**src/rtl/pipe_skid_register.sv**
```systemverilog
// Handshake pipeline stage register with a two-entry skid buffer and synchronous flush.
// Optional stall statistics counter is enabled with `define PIPE_STATS_EN.
module pipe_skid_register #(
    parameter int WIDTH = 32
`ifdef PIPE_STATS_EN
    ,
    parameter int CNT_W = 16
`endif
) (
    input  logic             clk,
    input  logic             reset,
    input  logic             flush,
    input  logic             s_valid,
    output logic             s_ready,
    input  logic [WIDTH-1:0] s_data,
    output logic             m_valid,
    input  logic             m_ready,
    output logic [WIDTH-1:0] m_data,
`ifdef PIPE_STATS_EN
    input  logic             stat_clr,
    output logic [CNT_W-1:0] stall_count,
`endif
    output logic [1:0]       dbg_state_o
);

    // Handshake: a beat moves on a rising edge where valid and ready are both high;
    // valid, once raised, holds with stable data until the matching ready is seen.
    typedef enum logic [1:0] {
        EMPTY = 2'b00,
        BUSY  = 2'b01,
        FULL  = 2'b10
    } state_e;

    state_e             state_q, state_d;
    logic [WIDTH-1:0]   main_q, main_d;
    logic [WIDTH-1:0]   skid_q, skid_d;
    logic               s_ready_q;
    logic               s_xfer;

    assign s_xfer      = s_valid & s_ready_q;
    assign s_ready     = s_ready_q;
    assign m_valid     = (state_q != EMPTY);
    assign m_data      = main_q;
    assign dbg_state_o = state_q;

    always_comb begin
        state_d = state_q;
        main_d  = main_q;
        skid_d  = skid_q;
        unique case (state_q)
            EMPTY: begin
                if (s_xfer) begin
                    state_d = BUSY;
                    main_d  = s_data;
                end
            end
            BUSY: begin
                if (m_ready) begin
                    if (s_xfer) begin
                        main_d = s_data;
                    end else begin
                        state_d = EMPTY;
                    end
                end else if (s_xfer) begin
                    state_d = FULL;
                    skid_d  = s_data;
                end
            end
            FULL: begin
                if (m_ready) begin
                    state_d = BUSY;
                    main_d  = skid_q;
                end
            end
            default: state_d = EMPTY;
        endcase
        // Flush drops every held beat, including one accepted this cycle.
        if (flush) begin
            state_d = EMPTY;
            main_d  = main_q;
            skid_d  = skid_q;
        end
    end

    always_ff @(posedge clk or posedge reset) begin
        if (reset) begin
            state_q   <= EMPTY;
            main_q    <= '0;
            skid_q    <= '0;
            s_ready_q <= 1'b0;
        end else begin
            state_q   <= state_d;
            main_q    <= main_d;
            skid_q    <= skid_d;
            s_ready_q <= (state_d != FULL);
        end
    end

`ifdef PIPE_STATS_EN
    logic [CNT_W-1:0] stall_q, stall_d;

    always_comb begin
        stall_d = stall_q;
        if (stat_clr) begin
            stall_d = '0;
        end else if (m_valid && !m_ready && (stall_q != {CNT_W{1'b1}})) begin
            stall_d = stall_q + 1'b1;
        end
    end

    always_ff @(posedge clk or posedge reset) begin
        if (reset) begin
            stall_q <= '0;
        end else begin
            stall_q <= stall_d;
        end
    end

    assign stall_count = stall_q;
`endif

endmodule

```
**config.mk**
```make
export PLATFORM = sky130hd
export DESIGN_NAME = pipe_skid_register
export DESIGN_NICKNAME = d
export VERILOG_FILES = /design/src/rtl/pipe_skid_register.sv
export SDC_FILE = /design/constraint.sdc
export NUM_CORES = 1
export LEC_CHECK = 0
export ABC_AREA = 1
export CAP_MARGIN = 20
export CORE_MARGIN = 5
export CORE_UTILIZATION = 50
export DETAILED_ROUTE_END_ITERATION = 7
export PLACE_DENSITY = 0.8
export SYNTH_ARGS = -nofsm -noshare
export SYNTH_HDL_FRONTEND = slang
export SYNTH_SLANG_ARGS = --single-unit
```
**constraint.sdc**
```tcl
create_clock -name clk -period 4.6 [get_ports clk]
set_clock_uncertainty 0.2 [all_clocks]
set_input_delay 0.46 -clock clk [delete_from_list [all_inputs] [get_ports clk]]
set_output_delay 0.46 -clock clk [all_outputs]
set_load 0.005 [all_outputs]
```
* Yosys cells after proc, flatten, opt, wreduce, memory -nomap -nowiden
Cells that the tools add are included.
** Storage, ports and cells
- Input port bits :: 37
- Output and inout bits :: 36
- Logic and storage cells :: 28
- Flip-flop bits (word level) :: 67
** Operators by class
- Mux-type cells :: 11
- Reduce and logical (&&, ||, !) cells :: 5
- Bitwise logic cells :: 3
- Equal/unequal tests :: 5
** Operators by type and width (count)
- $mux 32 :: 3
- $pmux 32 s3 :: 1
- $mux 2 :: 6
- $reduce_and 4->1 :: 2
- $ne 2x2->1 const B :: 3
- $pmux 2 s3 :: 1
- $reduce_bool 3->1 :: 1
- $eq 2x1->1 const B :: 1
- $eq 2x2->1 const B :: 1
- $logic_not 2->1 :: 1
- $not 1->1 :: 2
- $reduce_bool 2->1 :: 1
- $and 1x1->1 :: 1

* Depth between registers and ports, before layout
- Depth in word-level cells :: 6
- Gate-level depth with buffers :: 7

* Worst setup path before layout
No wires, ideal clock.
- Path type :: register to register
- Start point :: register state_q[1], in the netlist dbg_state_o[1]
- End point :: register main_q[0], in the netlist m_data[0]
- Cell stages (with the launch flop) :: 8
- Setup time :: 65 ps
- Data required time :: 4335 ps
- Buffers on the path :: 2
- Slack :: 3069 ps
- Data arrival time :: 1266 ps
- Path through :: dfrtp_1 buf_2 nor2_1 nor2_1 nor2_1 buf_2 nand3_1 nand2_1
** Between the ends
- Cells in the longest elaborated chain, start to end :: 3
** Ends and longest elaborated chain
- start, declared :: line 34 : state_e state_q, state_d;
- start signal, assigned :: line 92 : state_q <= state_d;
- $eq 2x1->1 (tied with other cells) :: line 50 : unique case (state_q)
- $ne 2x2->1 (no source line) or $reduce_bool 3->1 (tied branches)
- $reduce_and 4->1 (no source line)
- end signal, assigned :: line 93 : main_q <= main_d;
- end, declared :: line 35 : logic [WIDTH-1:0] main_q, main_d;
Several ways; a longest one is shown, not always the timed one.
A chain may end at the register's enable or synchronous reset.

* Worst setup path in the final report
- Start point :: register state_q[1], in the netlist dbg_state_o[1]
- End point :: output m_valid
** Between the ends
- Cells in the longest elaborated chain, start to end :: 1
** Ends and longest elaborated chain
- $reduce_bool 2->1 :: line 42 : assign m_valid = (state_q != EMPTY);
- end, declared :: line 16 : output logic m_valid,
No other way between the ends.

==> run summary <==
Status - complete, no violations
Core area - 5990 µm²
Postcts setup bufs - 0
Largest net degree at the start of global routing - 45
GR Overflow Total - 0
Area leader, netlist - dfrtp_1
Die area - 7920 µm²
Starting density of the core - 52.0%
Ant diodes - 0
Max Cap Violations - 0
Worst setup path class - flop to output pin
Power per cell area - 397 nW/µm²
CTS max path bufs - 2
Vias - 2913
Final slew viol count - 0
Startpoint Class - flop
Routed vias/inst - 5.30
Worst min-delay path class - flop to flop
RSZ-0062 raised after global routing - no
DR DRC count - 0
Pleak - 0.00213 µW
Placed insts - 533
Area delta synth->final - 30.5%
Final cell count without fillers - 550
Clock Power Share - 28.6%
Clock root cell - clkbuf_8
Post-synth ARST share - 100%
Most common cell in the netlist - nand2_1
Post-CTS sizing - 0
Top cells by count, synth - 199 x nand2_1, 97 x nand3_1, 67 x dfrtp_1, 19 x buf_2, 9 x clkbuf_1
Comb pwr share - 22.3%
Die Width - 89.0 µm
Synth Cell Area - 3120 µm²
Final WL - 8070 µm
Slew margin rel. - 31.8%
Post-synthesis sequential area ratio - 53.8%
Ratio of final minimum period to clock period - 61.1%
First-pass iteration count of the detailed router - 4
Max VDD drop - 0.187 mV
Main flop type after synthesis - dfrtp_1
Final ANT Viol Nets - 0
Share of the synthesized area in the top cell type - 53.8%
XOR/XNOR Fraction of Synth Area - 0%
Compound-Gate Fraction of Synth Area - 0.722%
Post-synthesis simple-gate area fraction - 40.5%
First-pass GRT wire length - 13600 µm
Total negative slack - 0 ns
Adder-cell area share of the yosys netlist - 0%
Port buffer count - 72
Final min period - 2.81 ns
Clk sinks - 67
All-Layer GR Usage - 22.3%
Worst Path Required - 3.94 ns
Cells on worst reg2reg path - 5
Post-synthesis register bit count - 67
Total CTS buffers - 9
Post-synth EDFFs - 0
CP arrival - 2.15 ns
H-tree depth - 3
Num ports - 73
GP Congestion - 0.807
Worst-path maximum fanout - 23
Least-Margin Pin Slew - 1.02 ns
Standard-cell row count - 28
Switching Share - 28.1%
Hold buffers post-CTS - 0
Syn_area_per_cell - 7.66 µm²
Fraction of final layout cells with drive strength greater than 1 - 5.68%
CTS tree - done
Worst-Skew Late Latency - 0.34 ns
Final Setup Violations - 0
Distinct cells, synth - 12
Internal Power - 1160 µW
Synth Warn # - 0
Final nets - 507
Fmax - 356 MHz
DPL Wire Length - 5080 µm
Synth area leaders - dfrtp_1 54%, nand2_1 24%, nand3_1 16%
Clock transition at path regs - 0.07 ns
Syn nets - 444
Hold Vio Cnt, Final - 0
Post-DR wirelength/cell - 14.7 µm
Post-synthesis mux area share - 0%
DRT iter0 DRCs - 216
Reg2reg setup slack - 2.10 ns
Initial antenna violation count - 0
Mapped Cells - 407
Vias in the first global route - 2810
Crit path capture type - output pin
Psw - 455 µW
Height of the die - 89.0 µm
WHS Path Cells - 2
Sequential share of power - 49.1%
Largest family of logic cells by synthesized area - simple AND/OR/NAND/NOR gates
[final cells by class]
type	instances	area (µm²)
clock inverters	1	5.00
multi-input cells	305	1290
repair buffers	80	788
inverters	7	26.3
fillers	508	1920
flip-flops and latches	67	1680
well taps	75	93.8
clock buffers	15	186
[metal layers]
layer / track usage [%] / part of all wire (%) / wire (µm)
met1: 29.7 / 43 / 3460
met2: 34.3 / 47 / 3810
met3: 5.35 / 8.6 / 695
met4: 10.8 / 1.3 / 108
met5: 0 / 0 / 0
[critical path: stages, from the launching register on]
cell	delay [ns]
dfrtp_1	0.71
buf_4	0.38
nor2_1	0.10
inv_1	0.11
clkdlybuf4s50_1	0.51
[power groups by stage]
stage	combinational, µW	sequential (µW)	clock [µW]
floorplan	169	793	0
global placement	352	795	0
detailed placement	361	800	0
CTS	365	793	470
global route	407	809	502
finish	361	794	462
[metrics by stage]
| step | hold WS, ns | setup slack [ns] | total power, µW | cell area, µm² | utilization, % |
|---|---|---|---|---|---|
| after CTS | 0.276 | 1.80 | 1630 | 4050 | 67.6 |
| after detailed placement | 0.259 | 2.05 | 1160 | 3860 | 64.5 |
| after global placement | 0.254 | 2.12 | 1150 | 3860 | 64.5 |
| after floorplan | 0.243 | 2.26 | 962 | 3120 | - |
| final | 0.274 | 1.79 | 1620 | 4070 | 67.9 |
| after global routing | 0.296 | 1.63 | 1720 | 4070 | 67.9 |
[kinds of logic (layout without fill, tap and decap cells)]
family          Yosys count  after routing
simple gates            301            301
buf+inv                  35            103
compound gates            4              4
flops                    67             67
[path summary, 6_finish.rpt]
path | to | start
max reg2reg | skid_q[25]$_DFFE_PP0P_ | dbg_state_o[1]$_DFF_PP0_
min reg2reg | skid_q[13]$_DFFE_PP0P_ | skid_q[13]$_DFFE_PP0P_
min | skid_q[13]$_DFFE_PP0P_ | skid_q[13]$_DFFE_PP0P_
max | m_valid | dbg_state_o[1]$_DFF_PP0_
min in group asynchronous | m_data[14]$_DFFE_PP0P_ | reset
max in group asynchronous | m_data[26]$_DFFE_PP0P_ | reset
[registers in the layout, indices dropped and copies added, names as in the netlist]
| name | flops |
|---|---|
| m_data | 32 |
| skid_q | 32 |
| s_ready | 1 |
| dbg_state_o | 2 |
[placed cells by master, fill, tap and decap left out, types with 5 or more instances in the layout]
cell type          n
dfrtp_1           67
buf_4              7
nand3_1           97
nand2_1          199
inv_1              5
clkdlybuf4s50_1   72
clkbuf_8          13
Note: power is estimated with default switching activity, not from simulation.
